### src/rtl/branch_predict_unit.sv
// Branch predictor: direct-mapped BTB with 2-bit counters and flush/redirect.
// Ports: fetch lookup (FetchValid/FetchPc -> Pred*), resolution (Res*, *Instr) -> FlushPipePC/NPC/RedirectPc, MispredCnt.
module branch_predict_unit #(
   parameter int ADDR_W = 32,
   parameter int IDX_W  = 4,
   parameter int CNT_W  = 16
) (
   input  logic              clk,
   input  logic              rst,
   input  logic              FetchValid,
   input  logic [ADDR_W-1:0] FetchPc,
   output logic              PredValid,
   output logic              PredTaken,
   output logic [ADDR_W-1:0] PredTarget,
   input  logic              ResValid,
   input  logic [ADDR_W-1:0] ResPc,
   input  logic              BranchInstr,
   input  logic              JumpInstr,
   input  logic              JumpTaken,
   input  logic [ADDR_W-1:0] ResTarget,
   input  logic              ResPredTaken,
   output logic              FlushPipePC,
   output logic [1:0]        NPC,
   output logic [ADDR_W-1:0] RedirectPc,
   output logic [CNT_W-1:0]  MispredCnt
);
   localparam int TAG_W   = ADDR_W - IDX_W - 2;
   localparam int ENTRIES = 1 << IDX_W;

   localparam logic [1:0] NPC_SEQ = 2'b00;
   localparam logic [1:0] NPC_TGT = 2'b01;
   localparam logic [1:0] NPC_PC4 = 2'b10;

   // Table state: valid and counter are reset, tag/target/jump are not
   logic              valid_q [ENTRIES];
   logic              valid_d [ENTRIES];
   logic [1:0]        ctr_q   [ENTRIES];
   logic [1:0]        ctr_d   [ENTRIES];
   logic [TAG_W-1:0]  tag_q   [ENTRIES];
   logic [TAG_W-1:0]  tag_d   [ENTRIES];
   logic [ADDR_W-1:0] tgt_q   [ENTRIES];
   logic [ADDR_W-1:0] tgt_d   [ENTRIES];
   logic              jmp_q   [ENTRIES];
   logic              jmp_d   [ENTRIES];

   logic              pred_valid_q, pred_valid_d;
   logic              pred_taken_q, pred_taken_d;
   logic [ADDR_W-1:0] pred_target_q, pred_target_d;
   logic              flush_q, flush_d;
   logic [1:0]        npc_q, npc_d;
   logic [ADDR_W-1:0] redirect_q, redirect_d;
   logic [CNT_W-1:0]  mis_cnt_q, mis_cnt_d;

   logic [IDX_W-1:0]  f_idx, r_idx;
   logic [TAG_W-1:0]  f_tag, r_tag;
   logic              f_hit, r_hit;
   logic              is_jump, is_branch, act_taken, mispred;
   logic              unused_bits;

   assign unused_bits = ^{FetchPc[1:0], ResPc[1:0]};

   assign f_idx = FetchPc[IDX_W+1:2];
   assign f_tag = FetchPc[ADDR_W-1:IDX_W+2];
   assign r_idx = ResPc[IDX_W+1:2];
   assign r_tag = ResPc[ADDR_W-1:IDX_W+2];

   assign f_hit = valid_q[f_idx] && (tag_q[f_idx] == f_tag);
   assign r_hit = valid_q[r_idx] && (tag_q[r_idx] == r_tag);

   // A branch flagged together with a jump is handled as a jump
   assign is_jump   = JumpInstr;
   assign is_branch = BranchInstr & ~JumpInstr;
   assign act_taken = JumpTaken | JumpInstr;
   assign mispred   = ResValid & (is_branch | is_jump) &
                      (act_taken != ResPredTaken);

   // Lookup reads the pre-update table, giving read-before-write
   always_comb begin
      pred_valid_d  = FetchValid & f_hit;
      pred_taken_d  = FetchValid & f_hit & (jmp_q[f_idx] | ctr_q[f_idx][1]);
      pred_target_d = valid_q[f_idx] ? tgt_q[f_idx] : '0;
   end

   always_comb begin
      valid_d = valid_q;
      ctr_d   = ctr_q;
      tag_d   = tag_q;
      tgt_d   = tgt_q;
      jmp_d   = jmp_q;
      if (ResValid) begin
         if (is_jump) begin
            valid_d[r_idx] = 1'b1;
            tag_d[r_idx]   = r_tag;
            tgt_d[r_idx]   = ResTarget;
            jmp_d[r_idx]   = 1'b1;
            ctr_d[r_idx]   = 2'b11;
         end else if (is_branch && r_hit) begin
            if (JumpTaken) begin
               tgt_d[r_idx] = ResTarget;
               if (ctr_q[r_idx] != 2'b11)
                  ctr_d[r_idx] = ctr_q[r_idx] + 2'd1;
            end else if (ctr_q[r_idx] != 2'b00) begin
               ctr_d[r_idx] = ctr_q[r_idx] - 2'd1;
            end
         end else if (is_branch && JumpTaken) begin
            valid_d[r_idx] = 1'b1;
            tag_d[r_idx]   = r_tag;
            tgt_d[r_idx]   = ResTarget;
            jmp_d[r_idx]   = 1'b0;
            ctr_d[r_idx]   = 2'b10;
         end
      end
   end

   always_comb begin
      flush_d    = mispred;
      npc_d      = NPC_SEQ;
      redirect_d = '0;
      if (mispred) begin
         npc_d      = act_taken ? NPC_TGT : NPC_PC4;
         redirect_d = act_taken ? ResTarget : ResPc + ADDR_W'(4);
      end
      mis_cnt_d = mis_cnt_q;
      if (mispred && (mis_cnt_q != '1))
         mis_cnt_d = mis_cnt_q + CNT_W'(1);
   end

   always_ff @(posedge clk) begin
      if (rst) begin
         for (int i = 0; i < ENTRIES; i++) begin
            valid_q[i] <= 1'b0;
            ctr_q[i]   <= 2'b00;
         end
         pred_valid_q  <= 1'b0;
         pred_taken_q  <= 1'b0;
         pred_target_q <= '0;
         flush_q       <= 1'b0;
         npc_q         <= NPC_SEQ;
         redirect_q    <= '0;
         mis_cnt_q     <= '0;
      end else begin
         valid_q       <= valid_d;
         ctr_q         <= ctr_d;
         pred_valid_q  <= pred_valid_d;
         pred_taken_q  <= pred_taken_d;
         pred_target_q <= pred_target_d;
         flush_q       <= flush_d;
         npc_q         <= npc_d;
         redirect_q    <= redirect_d;
         mis_cnt_q     <= mis_cnt_d;
      end
   end

   // Payload storage; writes are dropped in the reset cycle
   always_ff @(posedge clk) begin
      if (!rst) begin
         tag_q <= tag_d;
         tgt_q <= tgt_d;
         jmp_q <= jmp_d;
      end
   end

   assign PredValid  = pred_valid_q;
   assign PredTaken  = pred_taken_q;
   assign PredTarget = pred_target_q;
   assign FlushPipePC = flush_q;
   assign NPC        = npc_q;
   assign RedirectPc = redirect_q;
   assign MispredCnt = mis_cnt_q;
endmodule

### config.mk
export PLATFORM = sky130hd
export DESIGN_NAME = branch_predict_unit
export DESIGN_NICKNAME = d
export VERILOG_FILES = /design/src/rtl/branch_predict_unit.sv
export SDC_FILE = /design/constraint.sdc
export NUM_CORES = 1
export LEC_CHECK = 0
export BUFFER_PORTS_ARGS = -buffer_cell sky130_fd_sc_hd__buf_2
export CORE_ASPECT_RATIO = 1.1
export CORE_MARGIN = 3
export CORE_UTILIZATION = 25
export CTS_CLUSTER_SIZE = 16
export DETAILED_ROUTE_END_ITERATION = 10
export GPL_ROUTABILITY_DRIVEN = 0
export HOLD_SLACK_MARGIN = 0.02
export PLACE_DENSITY = 0.37
export SYNTH_ARGS = -nofsm -noshare
export SYNTH_HDL_FRONTEND = slang
export SYNTH_SLANG_ARGS = --single-unit
### constraint.sdc
create_clock -name clk -period 4.1 [get_ports clk]
set_input_delay 0.205 -clock clk [delete_from_list [all_inputs] [get_ports clk]]
set_output_delay 0.205 -clock clk [all_outputs]
set_load 0.005 [all_outputs]
==> impl_metrics.ini <==
[run_status]
status = finished clean

[pwr]
net-switching-power_mw = 5.688
power.share.combinational_pct = 7.5
powerDensity_nw_per_um2 = 436.4
vdd.ir_drop.worst_uv = 361.9
p_leak_nw = 18.39
power.clock.fraction_pct = 43.7
seq_power_share_pct = 48.8
power.switching_fraction_pct = 23.04
p_int_mw = 19.00

[logic_synthesis]
ys_async_sr_fraction_pct = 0
synth_top_flop_cell = sky130_fd_sc_hd__edfxtp_1
yosys_warnings = 0
synth.distinct_cells = 65
synth-edff-count = 944
syn_area_sq_um = 46060
synth_area_per_cell_sq_um = 18.79
synth_commonest_cells = sky130_fd_sc_hd__edfxtp_1 (944), sky130_fd_sc_hd__mux4_2 (389), sky130_fd_sc_hd__nor2_1 (181), sky130_fd_sc_hd__dfxtp_1 (133), sky130_fd_sc_hd__mux2i_1 (85)
ys_seq_elements = 1077
synthTopCellsByArea = sky130_fd_sc_hd__edfxtp_1 (62%), sky130_fd_sc_hd__mux4_2 (19%), sky130_fd_sc_hd__dfxtp_1 (5.8%)
portion_of_synthesized_cell_area_occupied_by_the_leading_cell_type_pct = 61.55
synth_top_area_cell = sky130_fd_sc_hd__edfxtp_1
synth.most_common_cell = sky130_fd_sc_hd__edfxtp_1
postSynthCellCount = 2451
portion_of_the_post_synthesis_area_used_by_sequential_elements_pct = 67.33
syn_nets = 2562

[sta]
final.setup_skew_ps = 61.57
tcrit_tclk_final_pct = 94.02
final-hold-violation-count = 0
fmax_mhz = 259.4
worstMarginPinSlew_ps = 1054
max_slew_margin_pct = 29.73
final.setup.worst_slack_ps = 245.2
rsz0062_at_grt = no
final_setup_viols = 0
timing.final.max_slew_violations = 0
timing.final.crit_period_ps = 3855
fin_worst_hold_slack_ps = 152.4

[clocking]
cts.root.buffer_cell = sky130_fd_sc_hd__clkbuf_16
cts_made_buffers = 121
clock_tree.htree_level_count = 3
cts_tree = built
post_cts_buffers = 0
clock_insertion_delay_worst_skew_ps = 760
cts_num_sinks = 1077
clkTransAtPathRegs_ps = 60
clockBufferDepth = 3

[routing]
avgRoutedWirePerCell_um = 29.52
drt_first_pass_iters = 5
drt_iter0_drc = 2266
wl_mm = 158.8
remaining_drc_errors = 0
drt.antenna.violating_nets = 0
vias = 25860
via_per_inst = 4.807

[setup_path]
critPathCaptureType = register
timing.critical_path.from_type = register
setup_cp_type = register to register
critical_path_arrival_ps = 4270
worst-r2r-setup-slack_ps = 250
worst_r2r_startpoint = tag_q[208]$_DFFE_PP_
cp_data_required_time_ps = 4520
worst_r2r_path_cells = 12
crit_path_max_fanout = 8
capturing_point_of_the_worst_reg2reg_path = tag_q[273]$_DFFE_PP_

[min_path]
timing.hold.worst_endpoint = tag_q[345]$_DFFE_PP_
hold_path.startpoint = ResPc[13]
min_delay_path_depth = 2
worst_hold_path_type = input port to register

[final_layout]
ff_latch_area_sq_um = 31010
final_core_utilization_pct = 31.01
multiInputGateArea_sq_um = 14400
area_growth_syn_to_layout_pct = 22.83
post_route_cells_drive_above_1_share_pct = 34.73
num-nets-final = 2977
num-fill-cells = 17690

[placed_design]
post-place-ws_ps = -148.5
port-buffer-count = 186
detailed_place_hpwl_mm = 104.4

[global_routing]
grt_antenna_before_repair = 10
globalRouteTotalUtil_pct = 16.52
vias_in_the_first_global_route = 27590
globalRouteOverflowTotal = 0
pin_count_of_the_biggest_net_entering_global_routing = 137
wire_length_of_the_first_global_routing_pass_mm = 221.6

[die]
die_height_um = 456.2
die-area_sq_um = 189400
floorplan.initialDensity_pct = 25.25
top_level_ports = 189
die_width_um = 415.3
placement_rows = 164
core_area_sq_um = 182400

[run]
maxCapViolCount = 0
## worst max-delay path by stage
stage | endpoint | cells after the start | slack [ps] | start
global placement | tag_q[292]$_DFFE_PP_ | 14 | -130 | ResPc[2]
CTS | tag_q[292]$_DFFE_PP_ | 14 | 150 | tag_q[404]$_DFFE_PP_
global route | register | 14 | 30 | tag_q[368]$_DFFE_PP_
floorplan | tag_q[0]$_DFFE_PP_ | 11 | 60 | ResPc[2]
detailed placement | ctr_q[12]$_SDFFE_PP0P_ | 13 | -150 | ResPc[2]
finish | tag_q[273]$_DFFE_PP_ | 12 | 250 | tag_q[208]$_DFFE_PP_
## cell type report
type,instances,area share [%]
diodes,6,0.02654
flip-flops and latches,1077,54.81
multi-input cells,1185,25.45
clock inverters,68,1.161
repair buffers,448,7.201
well taps,2407,5.323
inverters,33,0.2190
clock buffers,155,5.801
## registers in the layout (all words and copies together), names as in the netlist, 2 cells and up, named ones only
| name | count |
|---|---|
| valid_q | 16 |
| tgt_q | 512 |
| tag_q | 416 |
| NPC | 2 |
| ctr_q | 32 |
| PredTarget | 32 |
| MispredCnt | 16 |
| RedirectPc | 32 |
## cells in the final DEF (no fill, tap or decap), types with 26 or more instances in the layout
| cell | synthesis | layout |
|---|---|---|
| sky130_fd_sc_hd__mux2i_1 | 85 | 84 |
| sky130_fd_sc_hd__buf_12 | 1 | 77 |
| sky130_fd_sc_hd__mux4_2 | 389 | 389 |
| sky130_fd_sc_hd__nor2b_1 | 61 | 61 |
| sky130_fd_sc_hd__mux2_2 | 28 | 28 |
| sky130_fd_sc_hd__nand2_1 | 59 | 59 |
| sky130_fd_sc_hd__dfxtp_1 | 133 | 133 |
| sky130_fd_sc_hd__nor2_4 | 0 | 33 |
| sky130_fd_sc_hd__buf_4 | 9 | 121 |
| sky130_fd_sc_hd__inv_1 | 33 | 32 |
| sky130_fd_sc_hd__clkbuf_16 | 0 | 125 |
| sky130_fd_sc_hd__clkinv_1 | 0 | 26 |
| sky130_fd_sc_hd__xnor2_1 | 50 | 50 |
| sky130_fd_sc_hd__xor2_1 | 50 | 50 |
| sky130_fd_sc_hd__dlygate4sd3_1 | 1 | 65 |
| sky130_fd_sc_hd__buf_2 | 35 | 179 |
| sky130_fd_sc_hd__edfxtp_1 | 944 | 944 |
| sky130_fd_sc_hd__nor2_1 | 181 | 148 |
| sky130_fd_sc_hd__a211oi_1 | 35 | 35 |
| sky130_fd_sc_hd__a21oi_1 | 42 | 42 |
## through the flow
step | TNS (ps) | total power [mW] | instance area [sq um] | cells
after floorplan | 0 | 13.23 | 46060 | 2451
after global placement | -27050 | 14.10 | 51950 | 5085
after detailed placement | -13860 | 14.12 | 51950 | 5085
after global routing | 0 | 25.60 | 56570 | 5376
final | 0 | 24.69 | 56570 | 5379
after CTS | 0 | 25.08 | 56540 | 5373
## logic make-up (layout without fill, tap and decap cells)
family	Yosys count	count (layout)	synth area share, %
flip-flops	1077	1077	67.33
AO/OA/AOI/OAI	169	169	2.573
AND/OR/NAND/NOR	401	401	4.088
XOR/XNOR	100	100	1.902
adder cells (fa/ha/maj)	7	7	0.1901
multiplexers	508	508	21.90
buffers and inverters	189	704	2.027
other	0	6	0
## power by group through the flow
stage | logic (mW) | clock network, mW | registers (mW)
after floorplan | 0.950 | 0 | 12.3
after global placement | 1.82 | 0 | 12.3
after detailed placement | 1.83 | 0 | 12.3
after CTS | 1.90 | 11.1 | 12.1
after global routing | 1.97 | 11.6 | 12.1
final | 1.85 | 10.8 | 12.1
## what timing repair did
item	CTS	global route
hold endpoints to repair	948	0
endpoints found under the setup margin	0	416
hold buffers	65	0
gates resized for setup	0	5
## layer usage
| metal | track usage [%] | vias to the layer above | part of all wire [%] |
|---|---|---|---|
| li1 | - | 10890 | - |
| met2 | 29.15 | 804 | 51 |
| met5 | 0 | - | 0.014 |
| met4 | 5.742 | 4 | 3.5 |
| met1 | 20.67 | 13950 | 41 |
| met3 | 2.306 | 206 | 4.3 |
## critical path: stages, from the launching register on
cell	delay [ps]
sky130_fd_sc_hd__edfxtp_1	400
sky130_fd_sc_hd__mux4_2	600
sky130_fd_sc_hd__o22ai_1	530
sky130_fd_sc_hd__buf_4	240
sky130_fd_sc_hd__nor4_1	60
sky130_fd_sc_hd__a21oi_1	130
sky130_fd_sc_hd__buf_4	150
sky130_fd_sc_hd__o22ai_1	90
sky130_fd_sc_hd__nand4_4	130
sky130_fd_sc_hd__or2b_2	350
sky130_fd_sc_hd__buf_12	170
sky130_fd_sc_hd__nor2_4	450
sky130_fd_sc_hd__buf_12	220
No activity file was read; power rests on OpenSTA's default activity.
